--- src/rtl/bit_len_scan.sv ---
// Multi-beat highest/lowest set-bit finder: a per-segment encode feeds a segment combine,
// and the beat results are accumulated into one global index per operand.
module bit_len_scan #(
  parameter int DW = 256,
  parameter int SW = 16,
  parameter int NBEAT = 4,
  localparam int IW = $clog2(DW * NBEAT)
) (
  input  logic          clk_i,
  input  logic          arst_ni,
  input  logic          clr_i,
  input  logic          in_valid_i,
  output logic          in_ready_o,
  input  logic [DW-1:0] in_data_i,
  input  logic          in_last_i,
  input  logic          mode_i,
  output logic          out_valid_o,
  input  logic          out_ready_i,
  output logic [IW-1:0] idx_o,
  output logic          zero_o,
  output logic          ovf_o
);

  localparam int NSEG = DW / SW;
  localparam int LW   = $clog2(SW);
  localparam int SIW  = (NSEG > 1) ? $clog2(NSEG) : 1;
  localparam int BW   = $clog2(NBEAT + 1);

  logic en, accept, cur_mode;
  logic [BW-1:0] in_bcnt_q, in_bcnt_d;
  logic mode_lat_q, mode_lat_d;

  logic [NSEG-1:0] seg_nz;
  logic [LW-1:0]   seg_loc [NSEG];

  logic            s1_vld_q, s1_vld_d, s1_last_q, s1_last_d, s1_mode_q, s1_mode_d;
  logic [BW-1:0]   s1_tag_q, s1_tag_d;
  logic [NSEG-1:0] s1_nz_q, s1_nz_d;
  logic [LW-1:0]   s1_loc_q [NSEG];
  logic [LW-1:0]   s1_loc_d [NSEG];

  logic          beat_nz, ovf_beat, nxt_found, nxt_ovf;
  logic [SIW-1:0] seg_sel;
  logic [LW-1:0]  loc_sel;
  logic [IW-1:0]  cand, nxt_idx;

  logic          found_q, found_d, acc_ovf_q, acc_ovf_d;
  logic [IW-1:0] acc_idx_q, acc_idx_d;
  logic          out_valid_q, out_valid_d, zero_q, zero_d, ovf_q, ovf_d;
  logic [IW-1:0] idx_q, idx_d;

  assign en         = ~out_valid_q | out_ready_i;
  assign in_ready_o = en & ~clr_i;
  assign accept     = in_valid_i & in_ready_o;
  // The beat counter is zero only on the first beat of an operand, so it doubles as the first flag.
  assign cur_mode   = (in_bcnt_q == '0) ? mode_i : mode_lat_q;

  always_comb begin
    in_bcnt_d  = in_bcnt_q;
    mode_lat_d = mode_lat_q;
    if (clr_i) begin
      in_bcnt_d = '0;
    end else if (accept) begin
      mode_lat_d = cur_mode;
      if (in_last_i)                        in_bcnt_d = '0;
      else if (in_bcnt_q != BW'(NBEAT))     in_bcnt_d = in_bcnt_q + 1'b1;
    end
  end

  always_comb begin
    for (int s = 0; s < NSEG; s++) begin
      seg_nz[s]  = 1'b0;
      seg_loc[s] = '0;
      for (int b = 0; b < SW; b++) begin
        if (in_data_i[s*SW + b] && (!seg_nz[s] || !cur_mode)) begin
          seg_nz[s]  = 1'b1;
          seg_loc[s] = LW'(b);
        end
      end
    end
  end

  always_comb begin
    s1_vld_d  = s1_vld_q;
    s1_last_d = s1_last_q;
    s1_mode_d = s1_mode_q;
    s1_tag_d  = s1_tag_q;
    s1_nz_d   = s1_nz_q;
    s1_loc_d  = s1_loc_q;
    if (clr_i) begin
      s1_vld_d = 1'b0;
    end else if (en) begin
      s1_vld_d = accept;
      if (accept) begin
        s1_last_d = in_last_i;
        s1_mode_d = cur_mode;
        s1_tag_d  = in_bcnt_q;
        s1_nz_d   = seg_nz;
        s1_loc_d  = seg_loc;
      end
    end
  end

  // Ascending scan: MSB mode keeps the last hit, LSB mode keeps the first.
  always_comb begin
    beat_nz = 1'b0;
    seg_sel = '0;
    loc_sel = '0;
    for (int s = 0; s < NSEG; s++) begin
      if (s1_nz_q[s] && (!beat_nz || !s1_mode_q)) begin
        beat_nz = 1'b1;
        seg_sel = SIW'(s);
        loc_sel = s1_loc_q[s];
      end
    end
  end

  assign cand     = IW'(s1_tag_q) * IW'(DW) + IW'(seg_sel) * IW'(SW) + IW'(loc_sel);
  assign ovf_beat = (s1_tag_q >= BW'(NBEAT));

  always_comb begin
    nxt_found = found_q;
    nxt_idx   = acc_idx_q;
    nxt_ovf   = acc_ovf_q | ovf_beat;
    if (beat_nz && !ovf_beat && (!s1_mode_q || !found_q)) begin
      nxt_found = 1'b1;
      nxt_idx   = cand;
    end
  end

  always_comb begin
    found_d     = found_q;
    acc_idx_d   = acc_idx_q;
    acc_ovf_d   = acc_ovf_q;
    out_valid_d = out_valid_q;
    idx_d       = idx_q;
    zero_d      = zero_q;
    ovf_d       = ovf_q;
    if (clr_i) begin
      found_d     = 1'b0;
      acc_idx_d   = '0;
      acc_ovf_d   = 1'b0;
      out_valid_d = 1'b0;
    end else if (en) begin
      out_valid_d = 1'b0;
      if (s1_vld_q) begin
        if (s1_last_q) begin
          out_valid_d = 1'b1;
          idx_d       = nxt_found ? nxt_idx : '0;
          zero_d      = ~nxt_found;
          ovf_d       = nxt_ovf;
          found_d     = 1'b0;
          acc_idx_d   = '0;
          acc_ovf_d   = 1'b0;
        end else begin
          found_d   = nxt_found;
          acc_idx_d = nxt_idx;
          acc_ovf_d = nxt_ovf;
        end
      end
    end
  end

  always_ff @(posedge clk_i or negedge arst_ni) begin
    if (!arst_ni) begin
      in_bcnt_q   <= '0;
      mode_lat_q  <= 1'b0;
      s1_vld_q    <= 1'b0;
      s1_last_q   <= 1'b0;
      s1_mode_q   <= 1'b0;
      s1_tag_q    <= '0;
      s1_nz_q     <= '0;
      s1_loc_q    <= '{default: '0};
      found_q     <= 1'b0;
      acc_idx_q   <= '0;
      acc_ovf_q   <= 1'b0;
      out_valid_q <= 1'b0;
      idx_q       <= '0;
      zero_q      <= 1'b0;
      ovf_q       <= 1'b0;
    end else begin
      in_bcnt_q   <= in_bcnt_d;
      mode_lat_q  <= mode_lat_d;
      s1_vld_q    <= s1_vld_d;
      s1_last_q   <= s1_last_d;
      s1_mode_q   <= s1_mode_d;
      s1_tag_q    <= s1_tag_d;
      s1_nz_q     <= s1_nz_d;
      s1_loc_q    <= s1_loc_d;
      found_q     <= found_d;
      acc_idx_q   <= acc_idx_d;
      acc_ovf_q   <= acc_ovf_d;
      out_valid_q <= out_valid_d;
      idx_q       <= idx_d;
      zero_q      <= zero_d;
      ovf_q       <= ovf_d;
    end
  end

  assign out_valid_o = out_valid_q;
  assign idx_o       = idx_q;
  assign zero_o      = zero_q;
  assign ovf_o       = ovf_q;

endmodule

--- config.mk ---
export PLATFORM = sky130hd
export DESIGN_NAME = bit_len_scan
export DESIGN_NICKNAME = d
export VERILOG_FILES = /design/src/rtl/bit_len_scan.sv
export SDC_FILE = /design/constraint.sdc
export NUM_CORES = 1
export LEC_CHECK = 0
export CORE_MARGIN = 5
export CORE_UTILIZATION = 30
export DETAILED_ROUTE_END_ITERATION = 6
export DONT_BUFFER_PORTS = 1
export PLACE_DENSITY = 0.52
export REMOVE_ABC_BUFFERS = 1
export SKIP_LAST_GASP = 1
export SLEW_MARGIN = 30
export SYNTH_ARGS = -nofsm -noshare
export SYNTH_HDL_FRONTEND = slang
export SYNTH_SLANG_ARGS = --single-unit
--- constraint.sdc ---
create_clock -name clk_i -period 2.55 [get_ports clk_i]
set_clock_uncertainty 0.15 [all_clocks]
set_input_delay 0.51 -clock clk_i [delete_from_list [all_inputs] [get_ports clk_i]]
set_output_delay 0.51 -clock clk_i [all_outputs]
set_load 0.01 [all_outputs]
### Word-level counts from Yosys, hierarchy flattened

Index checks and enable logic that the tools add are counted.

| word-level totals | value |
|---|---|
| register bits | 115 |
| bits of input ports | 263 |
| output and inout port bits | 14 |
| logic and storage cells | 1393 |

| cells by class | value |
|---|---|
| add/sub/neg operators | 3 |
| $lt $le $gt $ge | 1 |
| equal/unequal tests | 1 |
| multiplexer cells | 569 |
| bitwise gates (word level) | 7 |
| reductions and logical operators | 782 |

Operators by type and width:

| operator | number |
|---|---|
| $mux 4 | 252 |
| $mux 1 | 305 |
| $logic_not 1->1 | 259 |
| $logic_and 1x1->1 | 257 |
| $logic_or 1x1->1 | 256 |
| $mux 10 | 6 |
| $mux 3 | 4 |
| $add 10x4->10 | 1 |
| $add 10x8->10 | 1 |
| $reduce_and 2->1 | 3 |
| $reduce_bool 2->1 | 3 |
| $mux 2 | 2 |
| $reduce_and 4->1 | 1 |
| $add 3x1->3 const B | 1 |
| $ge 3x3->1 const B | 1 |
| $logic_not 3->1 | 1 |
| $ne 3x3->1 const B | 1 |
| $not 1->1 | 3 |
| $reduce_and 3->1 | 1 |
| $reduce_bool 3->1 | 1 |
| $and 1x1->1 | 2 |
| $or 1x1->1 | 2 |

### Logic depth before layout (Yosys ltp)

Gate-level depths: netlist (run 1).

| logic depth | value |
|---|---|
| depth after elaboration | 68 |
| gate-level depth with buffers | 12 |
| gate-level depth less buffers | 9 |

### Worst setup path after synthesis (run 1)

No wires, ideal clock.

| path | value |
|---|---|
| path kind | reg-to-reg |
| start point | reg s1_nz_q[1] |
| end point | reg acc_idx_q[3] |
| setup time | 118 ps |
| data arrival time | 2387 ps |
| required time | 2282 ps |
| slack | -105 ps |
| stages on the path, launching flop included | 10 |
| buffers on the path | 2 |
| period minus slack after synthesis | 2655 ps |
| path through | dfrtp_1 -> buf_6 -> or4_4 -> buf_6 -> or4_4 -> a21bo_1 -> o211ai_1 -> a211oi_1 -> o221a_1 -> a21o_1 |

| between the ends | value |
|---|---|
| word-level cells in the longest chain between the ends | 65 |
| elaborated cells on any way between the ends | 81 |
| those cells by class | 1 x add/sub; 35 x mux; 45 x reduce/logical |

RTL lines:

| element | line | text |
|---|---|---|
| start, declared | 38 | `logic [NSEG-1:0] s1_nz_q, s1_nz_d;` |
| start signal, assigned | 188 | `s1_nz_q <= s1_nz_d;` |
| $logic_and 1x1->1 (*) | 110 | `if (s1_nz_q[s] && (!beat_nz \|\| !s1_mode_q)) begin` |
| branches (longest 59 deep; another with $mux 1) | -- |  |
| $mux 10 (*) | 125 | `if (beat_nz && !ovf_beat && (!s1_mode_q \|\| !found_q)) begin` |
| $mux 10 (*) | 147 | `if (s1_last_q) begin` |
| $mux 10 (*) | 146 | `if (s1_vld_q) begin` |
| $mux 10 (*) | 144 | `end else if (en) begin` |
| $mux 10 (*) | 139 | `if (clr_i) begin` |
| end signal, assigned | 191 | `acc_idx_q <= acc_idx_d;` |
| end, declared | 48 | `logic [IW-1:0] acc_idx_q, acc_idx_d;` |

Every way passes the cells marked *. The select of a mux whose other input is x is not followed.
A chain may end at the register's enable or synchronous reset.

### Worst setup path after layout (run 1)

| path | value |
|---|---|
| start point | reg s1_nz_q[1] |
| end point | reg idx_q[0], in the netlist idx_o[0] |

| between the ends | value |
|---|---|
| word-level cells in the longest chain between the ends | 62 |
| elaborated cells on any way between the ends | 79 |
| those cells by class | 1 x add/sub; 33 x mux; 45 x reduce/logical |

RTL lines:

| element | line | text |
|---|---|---|
| $logic_and 1x1->1 (*) | 110 |  |
| branches (longest 60 deep; another with $mux 1) | -- |  |
| $mux 10 (*) | 149 | `idx_d = nxt_found ? nxt_idx : '0;` |
| end signal, assigned | 194 | `idx_q <= idx_d;` |
| end, declared | 50 | `logic [IW-1:0] idx_q, idx_d;` |

Every way passes the cells marked *.

==> results by stage, run 1 <==
Yosys:
- Of the synthesized area, sequential elements account for 0.2581.
- Of the post-synthesis cell area, the dominant cell type holds 0.2581.
- Averaged over all synthesized cells, the footprint is roughly 6.8 um^2.
- Yosys printed 0 warnings.
- The post-synthesis cell area is 11150 um^2.
- The count of cell types in the netlist is between 70 and 80.
- The synthesized design contains 0 enable-type register cells.
- The synthesized netlist cell count is 1628.
- The synthesized design contains 115 register bits.
- The async set-or-reset flop fraction in the synthesized netlist is 1.000.
- The largest total area in the synthesized netlist belongs to sky130_fd_sc_hd__dfrtp_1.
- After synthesis, the cell types taking the most area are sky130_fd_sc_hd__dfrtp_1 (26%), sky130_fd_sc_hd__o21ai_0 (9.5%), sky130_fd_sc_hd__a21oi_1 (6.4%), sky130_fd_sc_hd__nor2_1 (6.3%), sky130_fd_sc_hd__nand2_1 (6.1%).
- The prevailing post-synth register cell is sky130_fd_sc_hd__dfrtp_1.

Outcome:
- The checks that failed: negative hold slack, negative setup slack.
- The run finished, with violations left.

Cells and area:
- Measured on the finished design, the core utilization comes to 0.3990.
- The summed area of non-filler cells in the final layout is ~15000 um^2.
- The commonest non-fill, non-tap cell in the layout is sky130_fd_sc_hd__nor2_1.
- Of the cells placed in the final design, the portion with a size suffix greater than 1 is 0.1966.
- For this run, the number of standard cells in the final layout without fillers is roughly 2200.
- The number of antenna diodes is 0.
- The library cells used most frequently in the layout, excluding fill and tap cells, are sky130_fd_sc_hd__nor2_1 (187), sky130_fd_sc_hd__nand2_1 (180), sky130_fd_sc_hd__o21ai_0 (171), sky130_fd_sc_hd__buf_4 (149), sky130_fd_sc_hd__a21oi_1 (126).
- The number of nets in the layout is about 2000.
- The layout-stage area growth over the synthesis result is 31.00%.

Place:
- The number of placed cells counting well taps is about 2100.
- The weighted congestion reported at the end of routability-driven placement is approximately 0.9.
- The quantity of I/O buffers inserted on ports is 0.
- The post-place instance area is between 10000 and 15000 um^2.
- The detailed placer's ending HPWL is ~32000 um.
- Prior to clock tree synthesis, the placed netlist has a worst setup slack of -197.9 ps.

Floorplan:
- between 200 and 300 I/O pins were placed.
- The height of the die is about 200 um.
- The floorplan step defined a die boundary enclosing 41120 um^2.
- The placeable core region is between 30000 and 40000 um^2.
- For this configuration, the core starts out at a cell density of 0.3046.
- The die is between 200 and 250 um wide.
- The initialized floorplan defines 70 standard-cell rows.

Clock network:
- After clock tree synthesis, the clock-pin slew on the worst setup and hold paths is approximately 60 ps.
- Counting along the longest clock path gives a buffer depth of 2.
- The TritonCTS clock tree is done.
- The number of H-tree branching levels is 4.
- The total CTS buffers is 17.
- The clock sink total is approximately 120.
- The root buffer cell chosen for the clock tree is sky130_fd_sc_hd__clkbuf_16.
- The later pin in the worst-skew pair is clocked with a latency of approximately 420 ps.

Routing:
- Using the TritonRoute via totals, the vias-per-cell ratio works out to between 6 and 7.
- Dividing the detail-routed wire length by the instance count gives just over 20 um.
- The first detailed-routing pass took 5 iterations.
- The number of DRC markers after the initial detailed-route iteration is between 900 and 1000.
- The detailed-route wire length is between 40000 and 50000 um.
- For this run, design rule violations remaining after detail routing come to 0.
- The total number of vias is around 14000.
- The number of nets with antenna violations after routing is 0.

Worst hold path:
- The class of the most critical hold timing path is input pin to async pin.

STA:
- Across all setup checks in the final design, the least slack found is -150.0 ps.
- At the pin with the least slew margin, the transition time is 1053 ps.
- The maximum achievable frequency is approximately 370 MHz.
- The max-slew violation count is 0.
- The number of setup violations in the final report is 15.
- Final hold analysis gives a worst-case slack of -359.8 ps.
- The setup TNS is -1249 ps.
- Setup repair after global routing could not meet its margin everywhere.
- Measured against its own limit, the worst slew margin works out to 0.2913.
- The post-layout minimum cycle time is ~2700 ps.
- In the finished design, the share of the clock period the worst path needs comes to 1.059.
- The number of failing hold endpoints at the final stage is about 120.

Global route:
- The overflow left after global routing is 0.
- Entering global routing, the biggest net connects 116 pins.
- The initial antenna violation count is 0.
- The all-layer global routing usage is 0.2062.
- The wire length of the first global-routing pass is a little under 70000 um.
- The via count of the first global-routing pass came to 12670.

Setup path:
- The element type at the critical path end is a flop.
- For the worst setup path, the data arrival time is around 2900 ps.
- The worst setup path is of the flop to flop kind.
- The path depth of the worst reg2reg path is 8.
- STA classifies the critical path startpoint as a flop.
- The data required time at the worst endpoint is 2730 ps.
- The largest fanout of any net on the critical path is 5.

Power:
- The peak ir drop on the vdd network is between 0.3 and 0.4 mV.
- For this design the static power due to leakage is roughly 5.5 nW.
- The ratio of total power to cell area is ~500 nW/um^2.
- Summing internal, switching and leakage power gives 7.419 mW.

Job:
- Max-cap violations in this run came to 0.
sequential cells by signal, indices dropped and copies added (netlist names), 3 cells and up:
register and cells:
s1_nz_q 16, in_bcnt_q 3, s1_tag_q 3, s1_loc_q 64
acc_idx_q 10, idx_o 10
cell type report:
class	count	area, um^2
Clock inverter	12	180.2
Fill cell	3812	22000
Sequential cell	115	2878
Multi-Input combinational cell	1381	8427
Clock buffer	20	456.7
Tap cell	468	585.6
Inverter	38	142.6
Timing Repair Buffer	194	1938
worst paths after layout:
check,start,endpoint,slack (ps)
min,arst_ni,s1_loc_q[44],-360
max reg2reg,s1_nz_q[1],idx_o[0],-150
min in group clk_i,in_last_i,s1_last_q,50
max,s1_nz_q[1],idx_o[0],-150
max in group asynchronous,arst_ni,s1_loc_q[7],2450
min reg2reg,s1_loc_q[59],s1_loc_q[59],330
worst max-delay path: stages (launching register included):
cell,delay [ps]
sky130_fd_sc_hd__dfrtp_1,370
sky130_fd_sc_hd__or4_4,580
sky130_fd_sc_hd__buf_12,160
sky130_fd_sc_hd__or4_4,520
sky130_fd_sc_hd__a21boi_2,240
sky130_fd_sc_hd__nand3_1,100
sky130_fd_sc_hd__a31oi_1,220
sky130_fd_sc_hd__a21oi_2,80
sky130_fd_sc_hd__o31ai_2,180
power by group:
group | internal [mW] | switching [mW]
registers | 2.10 | 0.310
clock network | 1.69 | 0.914
logic | 1.14 | 1.27
total | 4.93 | 2.49
timing repair:
item / in CTS / in global routing
resized for setup: 59 / 121
gates cloned: 6 / 4
endpoints found under the setup margin: 50 / 67
setup buffers: 20 / 22
pin swaps: 27 / 62
hold endpoints to repair: 118 / 116
hold buffers: 1 / 1
cells in the mapped netlist (30+ instances only):
master / n
sky130_fd_sc_hd__a21oi_1: 143
sky130_fd_sc_hd__clkbuf_1: 74
sky130_fd_sc_hd__dfrtp_1: 115
sky130_fd_sc_hd__inv_1: 38
sky130_fd_sc_hd__nand2_1: 182
sky130_fd_sc_hd__nand3_1: 37
sky130_fd_sc_hd__nor2_1: 188
sky130_fd_sc_hd__nor2b_1: 31
sky130_fd_sc_hd__nor3_1: 105
sky130_fd_sc_hd__nor4_1: 95
sky130_fd_sc_hd__o21ai_0: 211
sky130_fd_sc_hd__o22ai_1: 30
sky130_fd_sc_hd__or4_1: 31
layer usage:
layer | part of all wire | global-route usage | vias up
met5 | 0 | 0 | -
met4 | 0.018 | 0.04777 | 0
met3 | 0.073 | 0.05127 | 57
met2 | 0.47 | 0.3370 | 489
met1 | 0.44 | 0.2759 | 6472
li1 | - | - | 6507
logic make-up (layout without fill, tap and decap cells):
kind of cell	after synthesis	count (layout)	share of synthesized area
flops	115	115	0.2581
buf+inv	133	264	0.04746
fa+ha+maj	2	2	0.002244
compound gates	602	602	0.3402
mux	7	8	0.006508
simple gates	769	769	0.3455
Note: power is estimated with default switching activity, not from simulation.
==> run 2, diff against run 1 <==
--- a/config.mk
+++ b/config.mk
@@ -9,6 +9,7 @@
 export CORE_UTILIZATION = 30
 export DETAILED_ROUTE_END_ITERATION = 6
 export DONT_BUFFER_PORTS = 1
+export HOLD_SLACK_MARGIN = 0.03
 export PLACE_DENSITY = 0.52
 export REMOVE_ABC_BUFFERS = 1
 export SKIP_LAST_GASP = 1
==> run 2 against run 1 <==
Effect of this change:
- the flow still finishes with violations (negative hold slack, negative setup slack)
- worst setup slack gained 3.2 ps
- die area stayed put
- power is essentially flat
- register-to-register slack about the same
- final area about the same
- largest cell class unchanged
==> results by stage, run 2 (synthesized netlist as in run 1, its figures left out) <==
Outcome:
- The run finished, with violations left.
- The checks that failed: negative hold slack, negative setup slack.

Floorplan:
- The region available for standard cell placement spans 36610 um^2.
- The initial core utilization is 0.3046.
- The die is 202.8 um tall.
- The floorplan has 70 rows.
- The I/O pin count is 277.
- The width of the die is between 200 and 250 um.
- The die footprint is between 40000 and 50000 um^2.

Clock network:
- Clock tree synthesis inserted a total of 17 buffers.
- Counting along the longest clock path gives a buffer depth of 2.
- TritonCTS built the clock tree.
- In this run the clock root is driven by a sky130_fd_sc_hd__clkbuf_16.
- The H-tree was split into 4 levels.
- The insertion delay to the later sink of the worst-skew pair is 420 ps.
- Clock-pin slew was measured on the worst setup and hold paths at around 60 ps.
- The clock sink total is between 100 and 150.
- Buffers inserted to repair hold after CTS numbered 1.

Routing:
- For this block, the via count after detailed routing is between 10000 and 15000.
- Before antenna repair, the detailed router went through 6 iterations.
- The via count normalized by instance count is slightly above 6.
- The detail-routed net length per standard cell is just over 20 um.
- After the first detailed-routing iteration, the DRC count stood at approximately 890.
- The detail route stage leaves a number of antenna-violating nets equal to 0.
- The remaining design rule violation count is 0.
- Wires add up to between 40000 and 50000 um.

Setup path:
- Data on the critical path arrives at its endpoint at ~2900 ps.
- In this run the critical register-to-register path is launched from s1_nz_q[1].
- The startpoint type of the worst setup path is a flop.
- The critical path is of the flop to flop type.
- The element type at the critical path end is a flop.
- The data required time at the worst endpoint is between 2000 and 3000 ps.
- The master of the slowest instance on the critical path is sky130_fd_sc_hd__or4_4.
- Tracing the worst setup path back leads to its startpoint at s1_nz_q[1].
- The critical path goes through or4_4, buf_12, or4_4, a21bo_4, o211ai_1, a211oi_2, o221a_1, a21o_1.
- The cell that appears most often on the critical path is sky130_fd_sc_hd__or4_4.
- For this run, the slowest stage of the critical path takes around 580 ps.
- The count of buffering cells on the critical path with inverters included is 1.
- The largest delay contributor family on the critical path is simple AND/OR/NAND/NOR gates.
- In this run the worst path has a maximum fanout of 5.

STA:
- Setup repair after global routing could not meet its margin everywhere.
- The maximum achievable frequency is about 370 MHz.
- Setup violations remaining at the end of the flow were counted as 15.
- The max-slew violation count is 0.
- In the finished design, the share of the clock period the worst path needs comes to 1.058.
- For the final routed database, the setup TNS stands at -1207 ps.
- The number of failing hold endpoints at the final stage is about 120.
- Setup slack on the critical path of the routed design comes to -146.8 ps.
- The routed design could run at a clock period as short as approximately 2700 ps.
- In this run the tightest slew margin relative to its limit is 0.2914.
- The slew of the pin with the lowest slew margin is between 1000 and 1500 ps.
- The tightest hold margin is -360.4 ps.

Power:
- The total power of the final layout is around 7.4 mW.
- The ratio of total power to cell area is around 510 nW/um^2.
- Of the total power, combinational logic draws 0.324.
- The switching power summed over all nets is about 2.5 mW.
- The share of total power in the clock network is 0.350.
- In this run the static leakage power is between 5 and 6 nW.
- The switching share of total power is 0.3360.
- The internal power summed over all cells is approximately 5 mW.
- The peak ir drop on the vdd network is about 0.32 mV.
- The register share of total power is 0.326.

Global route:
- The overflow left after global routing is 0.
- The all-layer global routing usage is 0.2061.
- The wire length of the first global-routing pass is between 60000 and 70000 um.
- The via count of the first global-routing pass was about 13000.
- The initial antenna violation count is 0.
- The pin count of the biggest net entering global routing is approximately 120.

Cells and area:
- In the final layout, the registers with the most flip-flops are s1_loc_q: 64 flops, s1_nz_q: 16 flops.
- Leaving out fill and tap cells, the most frequent cell in the layout is sky130_fd_sc_hd__nor2_1.
- Relative to the synthesized area, the layout overhead comes to 30.91%.
- The share of final-layout standard cells stronger than drive strength 1 is 0.1967.
- The number of antenna diodes is 0.
- The register with the most flip-flops in the layout has 64 of them.
- In the layout the commonest cells are sky130_fd_sc_hd__nor2_1 (187), sky130_fd_sc_hd__nand2_1 (180), sky130_fd_sc_hd__o21ai_0 (171), sky130_fd_sc_hd__buf_4 (149), sky130_fd_sc_hd__a21oi_1 (126).
- The largest register by flop count is s1_loc_q.
- The number of nets in the layout is between 2000 and 2500.
- The finished cells cover 14600 um^2.

Place:
- The quantity of I/O buffers inserted on ports is 0.
- The detailed placer's ending HPWL is around 32000 um.
- The congestion estimate from routability-driven global placement came to approximately 0.90.
- The post-place instance area is around 13000 um^2.

Job:
- The max capacitance violation total is 0.

Worst hold path:
- The tightest min-delay check is of the input pin to async pin type.
==> run 2: cell count changes in the layout (fill, tap and decap cells not counted) <==
cell                            before  now
sky130_fd_sc_hd__dlygate4sd3_1       2    1
==> run 2: metrics by stage <==
stage | utilization | instances | worst slack (ps) | hold WS, ps
final | 0.3987 | 2227 | -146.8 | -360.4
after global routing | 0.3987 | 2227 | -231.8 | -385.4
after CTS | 0.3790 | 2203 | -164.7 | -377.6
after detailed placement | 0.3439 | 2144 | -197.9 | 76.90
after global placement | 0.3439 | 2144 | -188.6 | 76.03
after floorplan | - | 1533 | -6237 | 64.41
==> run 2: final cells by class <==
class	instances	area, um^2
Clock buffer	20	456.7
Clock inverter	12	180.2
Fill cell	3813	22010
Inverter	38	142.6
Multi-Input combinational cell	1381	8427
Sequential cell	115	2878
Tap cell	468	585.6
Timing Repair Buffer	193	1928
==> run 2: final timing paths <==
| check | endpoint | slack, ps | cells past startpoint |
|---|---|---|---|
| min in group clk_i | s1_last_q | 50 | 2 |
| hold reg to reg | s1_loc_q[59] | 330 | 1 |
| setup reg to reg | acc_idx_q[3] | -150 | 8 |
| max in group asynchronous | s1_nz_q[9] | 2450 | 0 |
| setup / recovery | acc_idx_q[3] | -150 | 8 |
| hold / removal | s1_loc_q[44] | -360 | 0 |
==> run 2: timing repair <==
item | CTS | global route
cloned | 6 | 4
setup buffers | 20 | 22
gates resized for setup | 59 | 121
endpoints found under the setup margin | 50 | 67
endpoints found under the hold margin | 119 | 115
pin swaps | 27 | 62
==> run 2: layer usage <==
layer  up-vias  wire, um  part of all wire  track usage
met5         -         0                 0            0
met4         0       773             0.017      0.04777
met3        57      3479             0.076      0.05127
met2       531     21380              0.47       0.3367
met1      6446     20110              0.44       0.2759
li1       6504         -                 -            -
==> run 2: power by group through the flow <==
stage          clock network [mW]  logic, mW  registers, mW
2_1_floorplan                   0       1.29           2.36
3_3_place_gp                    0       1.97           2.44
3_5_place_dp                    0       1.99           2.44
4_1_cts                      2.65       2.21           2.42
5_1_grt                      2.74       2.64           2.44
6_report                     2.60       2.40           2.41
==> run 3, diff against run 2 <==
--- a/config.mk
+++ b/config.mk
@@ -5,12 +5,13 @@
 export SDC_FILE = /design/constraint.sdc
 export NUM_CORES = 1
 export LEC_CHECK = 0
+export CAP_MARGIN = 20
 export CORE_MARGIN = 5
 export CORE_UTILIZATION = 30
 export DETAILED_ROUTE_END_ITERATION = 6
 export DONT_BUFFER_PORTS = 1
 export HOLD_SLACK_MARGIN = 0.03
-export PLACE_DENSITY = 0.52
+export PLACE_DENSITY = 0.57
 export REMOVE_ABC_BUFFERS = 1
 export SKIP_LAST_GASP = 1
 export SLEW_MARGIN = 30
==> run 3 against run 2 <==
Effect of this change:
- the run still ends with negative hold slack, negative setup slack left
- hold slack worse by 12 ps
- via count is 0.98% lower
- worst setup slack worse by 55 ps
- core utilization is 1.4 points lower
- sequential cell count stayed put
- sequential power hardly changed
- clock power is 7% lower
- register-to-register slack worse by 50 ps
- highest routed layer unchanged
==> results by stage, run 3 (synthesized netlist as in run 1, its figures left out) <==
Place:
- The quantity of I/O buffers inserted on ports is 0.
- Routability-driven placement finished with a final weighted congestion of approximately 0.95.
- Once detailed placement completed, the half-perimeter wirelength came to 31720 um.
- Summing all placed instances gives a cell area of 12750 um^2.

Job:
- The max capacitance violation total is 0.

Power:
- After layout, the design draws a total of roughly 7.1 mW.
- VDD sags by at most between 0.4 and 0.5 mV.
- The total leakage power is between 5 and 6 nW.
- The ratio of total power to cell area is 504.1 nW/um^2.

Routing:
- Summing over every cut layer, the via total after detailed routing is about 13000.
- The detailed-route wire length is between 40000 and 50000 um.
- The first TritonRoute pass finished after 5 iterations.
- Dividing the detail-routed via count by the number of cells gives 6.027.
- For this run, design rule violations remaining after detail routing come to 0.
- The count of nets left with antenna violations once routing finished came out at 0.
- In the final routed layout, each cell accounts on average for roughly 19 um.
- The number of DRC markers after the initial detailed-route iteration is roughly 1100.

Cells and area:
- In the final layout, the registers with the most flip-flops are s1_loc_q: 64 flops, s1_nz_q: 16 flops.
- The final layout contains between 2000 and 2500 nets.
- The number of antenna diodes is 0.
- The flip-flop count of the largest register, all copies and words added is 64.
- The share of final-layout standard cells stronger than drive strength 1 is 0.1743.
- The library cells used most frequently in the layout, excluding fill and tap cells, are sky130_fd_sc_hd__o21ai_0 (197), sky130_fd_sc_hd__nor2_1 (186), sky130_fd_sc_hd__nand2_1 (178), sky130_fd_sc_hd__buf_4 (157), sky130_fd_sc_hd__a21oi_1 (134).
- The largest register by flop count is s1_loc_q.
- Counting the fill cells in the layout gives ~3700.
- The library cell used most frequently in the layout, excluding fill and tap cells, is sky130_fd_sc_hd__o21ai_0.
- The summed area of non-filler cells in the final layout is about 14000 um^2.
- The post-layout utilization of the core is 0.3848.
- The layout-stage area growth over the synthesis result is 26.32%.

Setup path:
- The path depth of the worst reg2reg path is 9.
- The element type at the critical path end is a flop.
- In this run the worst path has a maximum fanout of 4.
- The largest single stage delay on the critical path is around 560 ps.
- On the critical path, the stage with the largest delay is an instance of sky130_fd_sc_hd__or4_4.
- The startpoint type of the worst setup path is a flop.
- By instance count, the cell type seen most on the critical path is sky130_fd_sc_hd__or4_4.
- The arrival time of the worst setup path is 2910 ps.
- The worst setup path is of the flop to flop kind.
- The critical path goes through or4_4, buf_6, or4_4, a21bo_4, o211ai_1, a211oi_4, buf_4, o221ai_2, nand2_1.
- The data required time at the worst endpoint is between 2000 and 3000 ps.

Global route:
- The overflow left after global routing is 0.
- The wire length of the first global-routing pass is 64240 um.
- The via count of the first global-routing pass came to around 12000.
- Across every metal layer, demand over resource in global routing totals 0.1886.
- The pin count of the biggest net entering global routing is about 120.
- The initial antenna violation count is 0.

Clock network:
- The clock sink total is approximately 120.
- The maximum number of buffers from clock root to sink is 2.
- TritonCTS built the clock tree.
- The insertion delay to the later sink of the worst-skew pair is between 400 and 500 ps.
- The clock transition time at the flip-flop clock pins of the worst setup and hold paths is approximately 60 ps.
- Buffers inserted to repair hold after CTS numbered 1.
- CTS placed an instance of sky130_fd_sc_hd__clkbuf_16 at the clock tree root.
- CTS built an H-tree with a depth of 4.
- TritonCTS created 17 clock buffers.

STA:
- The slew of the pin with the lowest slew margin is 662.5 ps.
- The final setup slack of the worst path is -201.5 ps.
- The tightest hold margin is -372.0 ps.
- The post-layout minimum cycle time is ~2800 ps.
- Summed over all failing endpoints, the final setup total negative slack is -1051 ps.
- In the finished design, the share of the clock period the worst path needs comes to 1.079.
- Static timing analysis puts the maximum clock frequency at approximately 360 MHz.
- The number of setup violations in the final report is 10.
- The number of failing hold endpoints at the final stage is approximately 120.
- The max-slew violation count was 0.
- Headroom to the max-slew limit came out at 0.5526.
- Setup repair after global routing could not meet its margin everywhere.

Floorplan:
- In this run the count of I/O pins placed on the die edge is 277.
- The initial core utilization is 0.3046.
- The die is about 200 um wide.
- After floorplanning, the core was divided into 70 placement rows.
- The die covers ~41000 um^2.
- The height of the die is just over 200 um.
- The placeable core region is around 37000 um^2.

Outcome:
- The run finished, with violations left.
- The checks that failed: negative hold slack, negative setup slack.

Worst hold path:
- In this run the worst hold path is classified as input pin to async pin.
==> run 3: cell types whose count changed in the layout (fill, tap and decap cells not counted), sizes merged <==
cell	previous run	this run
clkinvlp	2	6
buf	186	184
bufinv	4	2
clkbuf	25	20
bufbuf	1	0
and2	3	4
inv	38	42
mux2	3	5
clkinv	6	2
==> run 3: worst paths after layout <==
| check | start | slack [ps] | to |
|---|---|---|---|
| min in group clk_i | clr_i | 50 | out_valid_o |
| min reg2reg | s1_loc_q[33] | 330 | s1_loc_q[33] |
| max | s1_nz_q[8] | -200 | idx_o[3] |
| max in group asynchronous | arst_ni | 2440 | s1_loc_q[22] |
| min | arst_ni | -370 | s1_loc_q[41] |
| max reg2reg | s1_nz_q[8] | -200 | idx_o[3] |
==> run 3: final cells by class <==
class / instances / area [um^2] / share of cell area
repair buffers: 187 / 1667 / 0.1183
inverters: 38 / 142.6 / 0.01013
well taps: 468 / 585.6 / 0.04157
clock buffers: 18 / 439.2 / 0.03118
flip-flops and latches: 115 / 2878 / 0.2043
clock inverters: 14 / 153.9 / 0.01093
multi-input cells: 1384 / 8220 / 0.5836
==> run 3: per-layer routing <==
metal / vias up / GRT usage / routed length [um]
li1: 6514 / - / -
met1: 6345 / 0.2526 / 18730
met2: 498 / 0.3086 / 19830
met3: 48 / 0.05207 / 3212
met4: 0 / 0.03468 / 569
met5: - / 0 / 0
==> run 3: stage by stage <==
step           std cells  hold WS (ps)  setup WS (ps)
5_1_grt             2224        -401.4         -264.2
3_5_place_dp        2160         72.37         -203.5
3_3_place_gp        2160         73.65         -163.1
6_report            2224        -372.0         -201.5
4_1_cts             2202        -386.4         -157.5
2_1_floorplan       1533         64.41          -6237
==> run 3: critical path, delay by kind of cell (launching register included) <==
kind                   cells  cell delay, ps
and+or+nand+nor            3            1180
AOI/OAI and AO/OA          4             640
DFF                        1             380
buffers and inverters      2             310
==> run 3: where the power goes <==
part           internal, mW  total, mW  switching (mW)
Sequential             2.10       2.40           0.303
Combinational          1.07       2.28            1.21
Clock                  1.47       2.41           0.942
==> run 3: repair_timing <==
item / in CTS / in global routing
buffers inserted: 7 / 23
pin swaps: 13 / 39
cloned: 2 / 3
setup endpoints to repair: 35 / 36
resized for setup: 20 / 85
hold endpoints to repair: 119 / 115
